===== config.mk =====
export PLATFORM = sky130hd
export DESIGN_NAME = ram_port_arbiter
export DESIGN_NICKNAME = d
export VERILOG_FILES = /design/src/rtl/ram_port_arbiter.sv
export SDC_FILE = /design/constraint.sdc
export NUM_CORES = 1
export LEC_CHECK = 0
export CAP_MARGIN = 25
export CELL_PAD_IN_SITES_DETAIL_PLACEMENT = 1
export CELL_PAD_IN_SITES_GLOBAL_PLACEMENT = 1
export CORE_MARGIN = 4
export CORE_UTILIZATION = 21
export DETAILED_ROUTE_END_ITERATION = 10
export GPL_ROUTABILITY_DRIVEN = 0
export PLACE_DENSITY = 0.87
export SLEW_MARGIN = 20
export SYNTH_ARGS = -nofsm -noshare
export SYNTH_HDL_FRONTEND = slang
export SYNTH_SLANG_ARGS = --single-unit

===== constraint.sdc =====
create_clock -name clk -period 2.6 [get_ports clk]
set_input_delay 0.65 -clock clk [delete_from_list [all_inputs] [get_ports clk]]
set_output_delay 0.65 -clock clk [all_outputs]
set_load 0.1 [all_outputs]

===== src/rtl/ram_port_arbiter.sv =====
// Two-master arbiter for the data-side RAM path (read port 2 + byte-masked write port).
// Master 0 has fixed priority; a starvation counter forces a grant to master 1.
module ram_port_arbiter #(
   parameter int RAM_DEPTH_BIT_LEN = 14,
   parameter int STARVE_LIMIT      = 4
) (
   input  logic        clk,
   input  logic        rst_n,
   input  logic        m0_req_i,
   input  logic        m0_we_i,
   input  logic [31:0] m0_addr_i,
   input  logic [31:0] m0_wdata_i,
   input  logic [3:0]  m0_sel_i,
   output logic        m0_gnt_o,
   output logic        m0_rvalid_o,
   output logic        m0_err_o,
   output logic [31:0] m0_rdata_o,
   input  logic        m1_req_i,
   input  logic        m1_we_i,
   input  logic [31:0] m1_addr_i,
   input  logic [31:0] m1_wdata_i,
   input  logic [3:0]  m1_sel_i,
   output logic        m1_gnt_o,
   output logic        m1_rvalid_o,
   output logic        m1_err_o,
   output logic [31:0] m1_rdata_o,
   output logic [31:0] ram_r_addr_o,
   input  logic [31:0] ram_r_data_i,
   output logic        ram_w_en_o,
   output logic [31:0] ram_w_addr_o,
   output logic [31:0] ram_w_data_o,
   output logic [3:0]  ram_w_sel_o
);

   typedef enum logic {RSP_IDLE, RSP_VALID} rsp_state_t;

   rsp_state_t  rsp0_state, rsp0_next;
   rsp_state_t  rsp1_state, rsp1_next;
   logic [3:0]  starve_cnt;
   logic        starve_hit;
   logic        m0_in_range, m1_in_range;
   logic        sel_we, sel_in_range;
   logic [31:0] sel_addr, sel_wdata;
   logic [3:0]  sel_sel;

   assign m0_in_range = (m0_addr_i[31:RAM_DEPTH_BIT_LEN+2] == '0);
   assign m1_in_range = (m1_addr_i[31:RAM_DEPTH_BIT_LEN+2] == '0);
   assign starve_hit  = (starve_cnt == 4'(STARVE_LIMIT));

   // Master 1 wins only when alone or starved; grants are suppressed while in reset.
   assign m1_gnt_o = rst_n & m1_req_i & (~m0_req_i | starve_hit);
   assign m0_gnt_o = rst_n & m0_req_i & ~m1_gnt_o;

   always_comb begin
      sel_we       = 1'b0;
      sel_in_range = 1'b0;
      sel_addr     = '0;
      sel_wdata    = '0;
      sel_sel      = '0;
      if (m0_gnt_o) begin
         sel_we       = m0_we_i;
         sel_in_range = m0_in_range;
         sel_addr     = m0_addr_i;
         sel_wdata    = m0_wdata_i;
         sel_sel      = m0_sel_i;
      end else if (m1_gnt_o) begin
         sel_we       = m1_we_i;
         sel_in_range = m1_in_range;
         sel_addr     = m1_addr_i;
         sel_wdata    = m1_wdata_i;
         sel_sel      = m1_sel_i;
      end
   end

   assign ram_r_addr_o = sel_addr;
   assign ram_w_addr_o = sel_addr;
   assign ram_w_data_o = sel_wdata;
   assign ram_w_sel_o  = sel_sel;
   assign ram_w_en_o   = (m0_gnt_o | m1_gnt_o) & sel_we & sel_in_range;

   always_ff @(posedge clk or negedge rst_n) begin
      if (!rst_n) begin
         starve_cnt <= '0;
      end else if (!m1_req_i || m1_gnt_o) begin
         starve_cnt <= '0;
      end else if (!starve_hit) begin
         starve_cnt <= starve_cnt + 4'd1;
      end
   end

   always_comb begin
      rsp0_next = m0_gnt_o ? RSP_VALID : RSP_IDLE;
      rsp1_next = m1_gnt_o ? RSP_VALID : RSP_IDLE;
   end

   // Response payload is captured at the grant edge; writes and errors return zero data.
   always_ff @(posedge clk or negedge rst_n) begin
      if (!rst_n) begin
         rsp0_state <= RSP_IDLE;
         rsp1_state <= RSP_IDLE;
         m0_err_o   <= 1'b0;
         m0_rdata_o <= '0;
         m1_err_o   <= 1'b0;
         m1_rdata_o <= '0;
      end else begin
         rsp0_state <= rsp0_next;
         rsp1_state <= rsp1_next;
         if (m0_gnt_o) begin
            m0_err_o   <= ~m0_in_range;
            m0_rdata_o <= (m0_in_range && !m0_we_i) ? ram_r_data_i : '0;
         end
         if (m1_gnt_o) begin
            m1_err_o   <= ~m1_in_range;
            m1_rdata_o <= (m1_in_range && !m1_we_i) ? ram_r_data_i : '0;
         end
      end
   end

   assign m0_rvalid_o = (rsp0_state == RSP_VALID);
   assign m1_rvalid_o = (rsp1_state == RSP_VALID);

endmodule


=== Yosys cells after proc, flatten, opt, wreduce, memory -nomap -nowiden ===
Index checks and enable logic that the tools add are counted.

* Output and inout port bits: 171
* Word-level logic and storage cells: 46
* Register bits after elaboration: 72
* Input port bits: 174

* Equality and inequality tests: 2
* $add $sub $neg: 1
* Reductions and logical operators: 8
* Multiplexer cells: 16
* Bitwise logic cells: 12

{| class="wikitable"
|+ Operator list
! kind !! number
|-
| 32-bit two-way mux || 6
|-
| 16-bit zero test || 2
|-
| 4-bit two-way mux || 4
|-
| 1-bit AND || 6
|-
| 1-bit two-way mux || 6
|-
| 4-bit by 1-bit adder with 4-bit output (second input constant) || 1
|-
| 4-bit by 3-bit equality test with 1-bit output (second input constant) || 1
|-
| 1-bit inverter || 4
|-
| 1-bit zero test || 3
|-
| 1-bit logical AND || 2
|-
| 2-bit by 1-bit != test with 1-bit output (second input constant) || 1
|-
| 1-bit bitwise OR || 2
|-
| 1-bit logical OR || 1
|}

=== Longest topological paths before layout ===
Gate-level depths: netlist of run 1.

* Depth in word-level cells: 8
* Gate-level depth with buffers: 9
* Gate-level depth less buffers: 7

=== Worst setup path before layout of run 1 ===
No wires, ideal clock.

* Path type: reg-to-output
* From: reg starve_cnt[0]
* To: out ram_w_data_o[23]
* Buffers on the path: 1
* Slack: -1.060 ns
* Data arrival time: 3.010 ns
* Cell stages (with the launch flop): 8
* Cell sequence: dfrtp_1 > inv_1 > ha_1 > nand3b_4 > o211ai_2 > inv_2 > clkbuf_1 > a22o_1

* Longest elaborated chain between the ends: 6
* Elaborated cells on any way between the ends: 7
* Classes of those cells: eq/ne (1); mux (2); bitwise (4)

{| class="wikitable"
|+ RTL lines
! what !! RTL line !! text
|-
| start, declared || 39 || <nowiki>logic [3:0] starve_cnt;</nowiki>
|-
| start signal, assigned || 87 || <nowiki>starve_cnt <= starve_cnt + 4'd1;</nowiki>
|-
| 4-bit by 3-bit equality test with 1-bit output || 48 || <nowiki>assign starve_hit = (starve_cnt == 4'(STARVE_LIMIT));</nowiki>
|-
| 1-bit bitwise OR || 51 || <nowiki>assign m1_gnt_o = rst_n & m1_req_i & (~m0_req_i | starve_hit);</nowiki>
|-
| 1-bit AND || 51 ||
|-
| 1-bit inverter || 52 || <nowiki>assign m0_gnt_o = rst_n & m0_req_i & ~m1_gnt_o;</nowiki>
|-
| 1-bit AND || 52 ||
|-
| via m0_gnt_o || 14 || <nowiki>output logic m0_gnt_o,</nowiki>
|-
| 32-bit two-way mux || 60 || <nowiki>if (m0_gnt_o) begin</nowiki>
|-
| end, declared || 31 || <nowiki>output logic [31:0] ram_w_data_o,</nowiki>
|}

The timed path passes the listed nets, and every way through them passes these cells.

=== Worst setup path in the final report of run 1 ===
* From: in m0_addr_i[30]
* To: out ram_w_en_o

* Longest elaborated chain between the ends: 3

{| class="wikitable"
|+ RTL lines
! what !! RTL line !! text
|-
| start, declared || 11 || <nowiki>input logic [31:0] m0_addr_i,</nowiki>
|-
| 16-bit zero test || 46 || <nowiki>assign m0_in_range = (m0_addr_i[31:RAM_DEPTH_BIT_LEN+2] == '0);</nowiki>
|-
| 1-bit two-way mux || 60 ||
|-
| 1-bit AND || 79 || <nowiki>assign ram_w_en_o = (m0_gnt_o | m1_gnt_o) & sel_we & sel_in_range;</nowiki>
|-
| end, declared || 29 || <nowiki>output logic ram_w_en_o,</nowiki>
|}

No other way between the ends.

==> results of run 1 <==
[area by class of cell]
type	count	share of cell area, %
Tap cell	220	2.87
Timing Repair Buffer	424	53.9
Antenna cell	1	0.0261
Multi-Input combinational cell	168	20.9
Inverter	5	0.378
Clock inverter	7	0.809
Clock buffer	9	2.35
Sequential cell	72	18.8
[timing repair]
item / in CTS / in global routing
pin swaps: 25 / 10
cloned: 7 / 3
endpoints found under the setup margin: 103 / 135
buffers inserted: 15 / 7
gates resized for setup: 90 / 16
[state kept, by name, indices dropped and copies added, names as in the netlist]
| register | flops |
|---|---|
| m0_err_o | 1 |
| m1_rdata_o | 32 |
| m0_rvalid_o | 1 |
| starve_cnt | 4 |
| m1_rvalid_o | 1 |
| m1_err_o | 1 |
| m0_rdata_o | 32 |
[critical path, delay by kind of cell]
family / cells / cell delay, ns
simple gates: 3 / 0.69
buf+inv: 2 / 0.68
compound gates: 1 / 0.18
[layout by cell type, fill, tap and decap left out, types with 12 or more instances in the layout]
master / n
a22o_2: 20
clkbuf_16: 12
clkdlybuf4s50_1: 140
dfrtp_1: 72
a22o_1: 64
buf_4: 127
buf_12: 108
dlygate4sd2_1: 18
a22o_4: 48
[kinds of logic (layout without fill, tap and decap cells)]
group | count (synthesis) | in the layout
AO/OA/AOI/OAI | 141 | 141
XOR/XNOR | 2 | 2
adder cells (fa/ha/maj) | 2 | 2
buffers and inverters | 64 | 445
flip-flops | 72 | 72
other | 0 | 1
AND/OR/NAND/NOR | 23 | 23
[cells in the mapped netlist, types with 3 or more instances]
cell        n
inv_1       3
buf_6       4
buf_4      32
buf_2      11
nor4_1      8
a21oi_1     4
a22o_1    132
clkbuf_1   12
nor2_1      4
dfrtp_1    72
[how the worst max path moves through the flow]
stage,from,endpoint
after floorplan,starve_cnt[0],ram_w_addr_o[10]
after global placement,m0_addr_i[30],ram_w_en_o
after detailed placement,m0_addr_i[28],ram_w_en_o
after CTS,starve_cnt[1],ram_w_addr_o[1]
after global routing,starve_cnt[1],ram_w_data_o[15]
final,m0_addr_i[30],ram_w_en_o
[report_power, final]
group	total, uW	leakage (uW)	switching [uW]	internal (uW)
Sequential	1140	0.000992	7.61	1130
Clock	1250	0.000152	497	754
Combinational	2120	0.00332	1240	875
Total	4510	0.00447	1750	2760
[per-layer routing]
layer	vias up	wire length, um	share of wire, %	GRT usage [%]
li1	1922	-	-	-
met1	2248	7700	33	21.8
met2	224	13300	57	44.8
met3	28	1760	7.6	6.66
met4	2	505	2.2	5.61
met5	-	13	0.056	0
[metrics by stage]
| stage | setup TNS [ns] | hold slack [ns] | power [uW] |
|---|---|---|---|
| 2_1_floorplan | -1.83 | 0.354 | 2330 |
| 3_3_place_gp | -36.65 | 0.490 | 3120 |
| 3_5_place_dp | -41.97 | 0.494 | 3160 |
| 4_1_cts | -21.24 | 0.403 | 4520 |
| 5_1_grt | -29.05 | 0.405 | 4640 |
| 6_report | -18.74 | 0.404 | 4510 |
==> out/results.tsv, run 1 <==
metric	value	unit
status	complete, but fails checks	
failing checks	negative setup slack	
global-route wire length before repair	33100	um
DP Cell Count	861	
drt wl/cell	25.7	um
share of layout cells above drive strength 1	53.3	%
via count	4424	
Max Freq	350	MHz
mean cell area of the mapped netlist	11.9	um^2
CP startpoint kind	input pin	
crit path cell chain	clkdlybuf4s50_1 -> nor4_4 -> nand4_1 -> or2_4 -> a21oi_4 -> buf_12	
Max Root-Sink Buffers	2	
PD cells	470	nW/um^2
Final Hold Viols	0	
Register-to-Register Path Depth	9	
TritonCTS clock tree	yes	
vias in the first global route	5128	
CP Max Fanout	2	
worst rel slew slack	50.2	%
Pleak	0.00447	uW
Core ar.	16800	um^2
max-cap violations	0	
CP required	1.95	ns
Mapped Area	3620	um^2
largest net degree at the start of global routing	61	
RR Endpoint	m0_rdata_o[9]	
Synth Area in Adders	0.691	%
worst setup margin	-0.258	ns
Cell variety after synth	25	
number of flops mapped to enable cells by yosys	0	
Seq/Total Area, Yosys	49.8	%
r2r startpoint	starve_cnt[1]	
total routed wirelength	23300	um
Worst Tran Pin Value	0.748	ns
hold crit path type	input pin to asynchronous set/reset pin	
DR iter-0 viols	139	
clock latency on the worst-skew pair	0.33	ns
die height	139	um
dpl ws	-0.557	ns
CTS Sinks	72	
post-synthesis mux area share	0	%
CP max stage delay	0.49	ns
area share of xor/xnor cells in the synthesized design	0.484	%
final clock skew	0.00665	ns
Top FF cell, synth	dfrtp_1	
IO Port Bufs	344	
maximum VDD drop	0.000294	V
largest family of logic cells by synthesized area	compound AO/OA/AOI/OAI gates	
DRT antenna net count	0	
Synth Area in Simple Gates	4.25	%
share of the synthesized area in the top cell type	49.8	%
drt drc	0	
DRT Pass-1 Iters	6	
cell accounting for the most synthesized area	dfrtp_1	
register area	1800	um^2
I/O Pins	345	
Yosys Warn Count	0	
crit path DAT	2.21	ns
design area	9590	um^2
multi-input logic area	2010	um^2
ys async rst share	100	%
DP Area	8670	um^2
main area contributors after synthesis	dfrtp_1 50%, a22o_1 32%, buf_4 6.6%	
slowest stage cell, crit path	clkdlybuf4s50_1	
min Tclk post-route	2.86	ns
initial core utilization	21.6	%
Post-Layout Cell Count	906	
DP HPWL	17800	um
number of setup violations in the final report	103	
post-synthesis compound-gate area fraction	33.7	%
syn nets	480	
FP Rows	47	
synthesized flop and latch total	72	
cts hold-fix bufs	0	
Num CTS Buffers	9	
Clock transition at path regs	0.06	ns
total die area	19400	um^2
Mapped Cells	304	
initial antenna violation count	2	
Overall Global Routing Usage	22.3	%
H-tree depth	3	
crit path kind	input pin to output port	
Final Net Count	856	
routed vias/inst	4.88	
area delta synth->final	165	%
Fillers	1654	
final global-route overflow total	0	
fin crit share	110	%
Setup crit end kind	output port	
post-layout util	57.2	%
r2r setup slk	0.45	ns
Die Wd	139	um
Root Driver	clkbuf_16	
final max-slew violation count	0	
RSZ-0062 raised after global routing	yes	
(Power assumes the default switching activity.)
==> run 2: changes to the inputs <==
- ABC_AREA: unset -> 1
- PLACE_DENSITY: 0.87 -> 0.88
==> run 2 against run 1 <==
Against the previous run: the flow now finishes without violations; area after synthesis grew 14%; sequential cell count is the same; clock-buffer cell count grew 1; hold slack lost 0.072 ns; register-to-register slack lost 0.24 ns; synthesized cell count grew 99%; utilization shrank 5.6 points; global-route usage shrank 0.18 points; combinational power shrank 3%; critical endpoint is now ram_w_data_o[25]; largest cell class unchanged.
==> out/results.tsv, run 2 <==
metric	value	unit
status	finished clean	
TritonCTS clock tree	yes	
PD cells	432	nW/um^2
min Tclk post-route	2.59	ns
DP Area	9080	um^2
DR iter-0 viols	153	
Antenna Cells	0	
H-tree depth	3	
routed vias/inst	4.46	
CP startpoint kind	input pin	
r2r setup slk	0.21	ns
top cells by count, synth	349 x nand2_1, 72 x dfrtp_1, 66 x nand3_1	
worst rel slew slack	51.0	%
Fillers	2188	
Pleak	0.00492	uW
DP Cell Count	1186	
ys async rst share	100	%
Top Registers	m0_rdata_o (32), m1_rdata_o (32), starve_cnt (4)	
Num CTS Buffers	9	
cts hold-fix bufs	0	
vias in the first global route	6152	
global-route wire length before repair	37400	um
CP Max Fanout	11	
Root Driver	clkbuf_16	
share of layout cells above drive strength 1	41.3	%
total routed wirelength	25400	um
switching pwr	1760	uW
Yosys Warn Count	0	
most common cell after layout, fill and taps aside	nand2_1	
DRT antenna net count	0	
internal cell power	2580	uW
Top FF cell, synth	dfrtp_1	
mean cell area of the mapped netlist	6.85	um^2
drt wl/cell	20.7	um
Clock power frac	26.3	%
Seq pwr share	26.2	%
Max Freq	386	MHz
final max-slew violation count	0	
IO Port Bufs	344	
Worst Tran Pin Value	0.734	ns
Mapped Cells	605	
DRT Pass-1 Iters	4	
total die area	22000	um^2
DP HPWL	19600	um
Die Wd	148	um
drt drc	0	
I/O Pins	345	
most frequent cells in the layout	225 x nand2_1, 138 x clkdlybuf4s50_1, 112 x buf_4, 111 x buf_12, 77 x nand2_2	
initial core utilization	21.3	%
Mapped Area	4140	um^2
synthesized flop and latch total	72	
via count	5486	
number of flops mapped to enable cells by yosys	0	
crit path kind	input pin to output port	
area delta synth->final	143	%
hold crit path type	input pin to asynchronous set/reset pin	
largest net degree at the start of global routing	56	
cell accounting for the most synthesized area	dfrtp_1	
Max Root-Sink Buffers	2	
FP Rows	51	
Seq/Total Area, Yosys	43.5	%
RSZ-0062 raised after global routing	yes	
share of the synthesized area in the top cell type	43.5	%
crit path DAT	1.94	ns
Cell variety after synth	20	
Final Net Count	1135	
number of setup violations in the final report	0	
max-cap violations	0	
Comb power frac	47.6	%
Final Hold Viols	0	
CTS Sinks	72	
main area contributors after synthesis	dfrtp_1 43%, nand2_1 32%, nand3_1 8.0%	
CP required	1.95	ns
clock latency on the worst-skew pair	0.33	ns
syn nets	781	
design area	10100	um^2
initial antenna violation count	0	
final clock skew	0.00761	ns
Net Sw Frac	40.5	%
Core ar.	19500	um^2
Clock transition at path regs	0.06	ns
final global-route overflow total	0	
maximum VDD drop	0.000323	V
most frequent cell after synthesis	nand2_1	
Setup crit end kind	output port	
Overall Global Routing Usage	22.1	%
fin crit share	99.8	%
Post-Layout Cell Count	1229	
die height	148	um
[run 2: timing repair]
item / in CTS / in global routing
setup endpoints to repair: 103 / 104
pin swaps: 27 / 27
buffers inserted: 20 / 2
gates resized for setup: 109 / 51
gates cloned: 2 / 4
[run 2: per-stage QoR]
stage	setup WS, ns	utilization, %	total power, uW	setup TNS [ns]	hold WS (ns)
CTS	-0.0499	50.2	4320	-0.226	0.325
finish	0.00640	51.6	4340	0	0.332
detailed placement	-0.342	46.7	3090	-27.85	0.467
global route	-0.109	51.6	4490	-6.89	0.350
floorplan	-0.212	-	2250	-0.212	0.354
global placement	-0.306	46.7	3050	-25.21	0.464
[run 2: routing by layer]
layer	track usage [%]	share of wire, %	vias up
met5	0	0	-
met4	6.93	3.2	0
met3	6.92	8.0	51
met2	40.7	53	223
met1	24.1	36	2672
li1	-	-	2540
[run 2: critical path, stage by stage]
cell	delay (ns)
clkdlybuf4s15_1	0.24
nand2_1	0.13
inv_2	0.07
nand2_8	0.11
nand2_8	0.09
inv_16	0.12
buf_12	0.16
nand2_1	0.08
nand2_2	0.10
buf_12	0.18
[run 2: logic make-up (layout without fill, tap and decap cells)]
logic type      count (synthesis)  count (layout)  synth area share [%]
simple gates                  452             452                  43.8
buf+inv                        75             434                  11.5
flops                          72              72                  43.5
fa+ha+maj                       2               2                 0.604
compound gates                  2               2                 0.242
xor+xnor                        2               2                 0.423
[run 2: worst paths after layout]
kind / start / end / depth (start not counted)
worst max-delay path: m1_req_i / ram_w_data_o[25] / 10
worst min-delay path: rst_n / m0_rdata_o[26] / 2
worst max register to register: starve_cnt[1] / starve_cnt[0] / 17
worst min register to register: m0_rdata_o[13] / m0_rdata_o[13] / 2
max in group asynchronous: rst_n / m1_rdata_o[23] / 2
min in group clk: m0_rdata_o[13] / m0_rdata_o[13] / 2
[run 2: layout make-up]
class / count / area (um^2) / area share, %
clock inverters: 6 / 42.5 / 0.423
inverters: 10 / 68.8 / 0.685
well taps: 265 / 332 / 3.30
multi-input cells: 458 / 2570 / 25.6
flip-flops and latches: 72 / 1800 / 17.9
repair buffers: 408 / 5000 / 49.8
clock buffers: 10 / 229 / 2.28
[run 2: power groups by stage]
stage	combinational [uW]	clock [uW]	sequential, uW
global route	2130	1230	1140
finish	2060	1140	1140
CTS	2020	1170	1130
global placement	1900	0	1160
floorplan	1080	0	1170
detailed placement	1930	0	1160
==> run 3: changes to the inputs <==
- SKIP_LAST_GASP: unset -> 1
==> run 3 against run 2 <==
Against the previous run: combinational power about the same; worst setup slack better by 0.019 ns; sequential share of layout area is 0.22 points higher; total power fell by 0.57%; final cell count barely moved; first-iteration DRC count shrank 3.9%; hold slack gained 0.0041 ns; non-clock buffer count shrank 2; sequential power about the same; clock skew about the same; fmax increased by 0.74%; clock-buffer cell count unchanged; critical path type unchanged; largest power group unchanged; highest routed layer unchanged.
==> out/results.tsv, run 3 (synthesized netlist as in run 2, its figures left out) <==
metric	value	unit
final global-route overflow total	0	
min Tclk post-route	2.57	ns
global-route wire length before repair	37300	um
most frequent cells in the layout	239 x nand2_1, 138 x clkdlybuf4s50_1, 114 x buf_4, 111 x buf_12, 72 x dfrtp_1	
routed vias/inst	4.46	
via count	5477	
Overall Global Routing Usage	22.1	%
PD cells	435	nW/um^2
Worst path top cell family by delay	buffers and inverters	
maximum VDD drop	0.000321	V
Seq pwr share	26.3	%
share of layout cells above drive strength 1	39.7	%
Worst Tran Pin Value	0.734	ns
Final Net Count	1133	
crit path kind	input pin to output port	
CP Max Fanout	11	
Setup crit end kind	output port	
Net Sw Frac	40.4	%
Pleak	0.00485	uW
hold crit path type	input pin to asynchronous set/reset pin	
switching pwr	1740	uW
IO Port Bufs	344	
H-tree depth	3	
Core ar.	19500	um^2
CP Buf/Inv Count	5	
vias in the first global route	6134	
crit path DAT	1.92	ns
metal2 WL	13400	um
RSZ-0062 raised after global routing	yes	
DP HPWL	19600	um
Clock transition at path regs	0.06	ns
number of setup violations in the final report	0	
Fillers	2198	
DP Area	9080	um^2
die height	148	um
max-cap violations	0	
clock latency on the worst-skew pair	0.33	ns
total die area	22000	um^2
Top Registers	m0_rdata_o (32), m1_rdata_o (32), starve_cnt (4)	
CP startpoint kind	input pin	
crit path cell chain	clkdlybuf4s15_1 -> nand2_1 -> inv_2 -> nand2_8 -> nand2_8 -> inv_16 -> buf_12 -> nand2_1 -> nand2_2 -> buf_12	
Clock power frac	26.3	%
drt wl/cell	20.5	um
Die Wd	148	um
design area	9930	um^2
CTS Sinks	72	
fin crit share	99.0	%
initial core utilization	21.3	%
Power, Total	4310	uW
DR iter-0 viols	147	
slowest stage cell, crit path	clkdlybuf4s15_1	
highest routed metal layer	met4	
internal cell power	2570	uW
CP max stage delay	0.24	ns
FP Rows	51	
TritonCTS clock tree	yes	
largest net degree at the start of global routing	56	
Num CTS Buffers	9	
routed wl met3	2080	um
Root Driver	clkbuf_16	
most common cell after layout, fill and taps aside	nand2_1	
final max-slew violation count	0	
Max Freq	388	MHz
worst rel slew slack	51.1	%
Final Hold Viols	0	
DRT antenna net count	0	
initial antenna violation count	1	
drt drc	0	
Comb power frac	47.4	%
DRT Pass-1 Iters	4	
Max Root-Sink Buffers	2	
CP required	1.95	ns
final clock skew	0.00766	ns
area delta synth->final	140	%
I/O Pins	345	
total routed wirelength	25200	um
status	finished clean	
met1 WL	9030	um
-- run 3: cell types whose count changed in the layout (fill, tap and decap cells not counted), sizes merged --
cell    delta
diode      +1
buf        -1
clkbuf     -1
-- run 3: stage by stage --
step | utilization, % | worst slack [ns] | TNS (ns) | std cells | hold slack [ns]
global placement | 46.7 | -0.306 | -25.21 | 1186 | 0.464
CTS | 50.2 | -0.0499 | -0.460 | 1224 | 0.325
global route | 51.0 | -0.0765 | -3.51 | 1228 | 0.348
floorplan | - | -0.212 | -0.212 | 605 | 0.354
finish | 51.0 | 0.0254 | 0 | 1228 | 0.336
detailed placement | 46.7 | -0.342 | -27.85 | 1186 | 0.467
-- run 3: what timing repair did --
item | in CTS | in global routing
endpoints found under the setup margin | 103 | 104
buffers inserted | 20 | 1
pin swaps | 26 | 15
hold buffers | 0 | 0
resized for setup | 103 | 30
cloned | 2 | 3
-- run 3: cell type report --
type / instances / area [um^2] / share of cell area, %
multi-input cells: 458 / 2500 / 25.2
clock inverters: 6 / 42.5 / 0.429
repair buffers: 406 / 4950 / 49.9
clock buffers: 10 / 229 / 2.31
inverters: 10 / 68.8 / 0.693
flip-flops and latches: 72 / 1800 / 18.1
well taps: 265 / 332 / 3.34
diodes: 1 / 2.50 / 0.0252
-- run 3: power groups by stage --
stage	clock network [uW]	logic, uW	registers [uW]
floorplan	0	1080	1170
global placement	0	1900	1160
CTS	1170	2010	1130
global route	1230	2110	1140
detailed placement	0	1930	1160
finish	1130	2040	1130
-- run 3: path summary, 6_finish.rpt --
kind | slack, ns | startpoint | end | cells past startpoint
setup / recovery | 0.03 | m1_req_i | ram_w_data_o[25] | 10
hold / removal | 0.34 | rst_n | m0_rdata_o[26] | 2
setup reg to reg | 0.21 | starve_cnt[1] | starve_cnt[0] | 17
hold reg to reg | 0.48 | m0_rdata_o[13] | m0_rdata_o[13] | 2
max in group asynchronous | 1.58 | rst_n | m1_rdata_o[24] | 2
min in group clk | 0.48 | m0_rdata_o[13] | m0_rdata_o[13] | 2
-- run 3: per-layer routing --
layer  global-route usage (%)  vias up
li1                         -     2540
met1                     24.0     2668
met2                     41.0      230
met3                     6.89       39
met4                     6.33        0
met5                        0        -
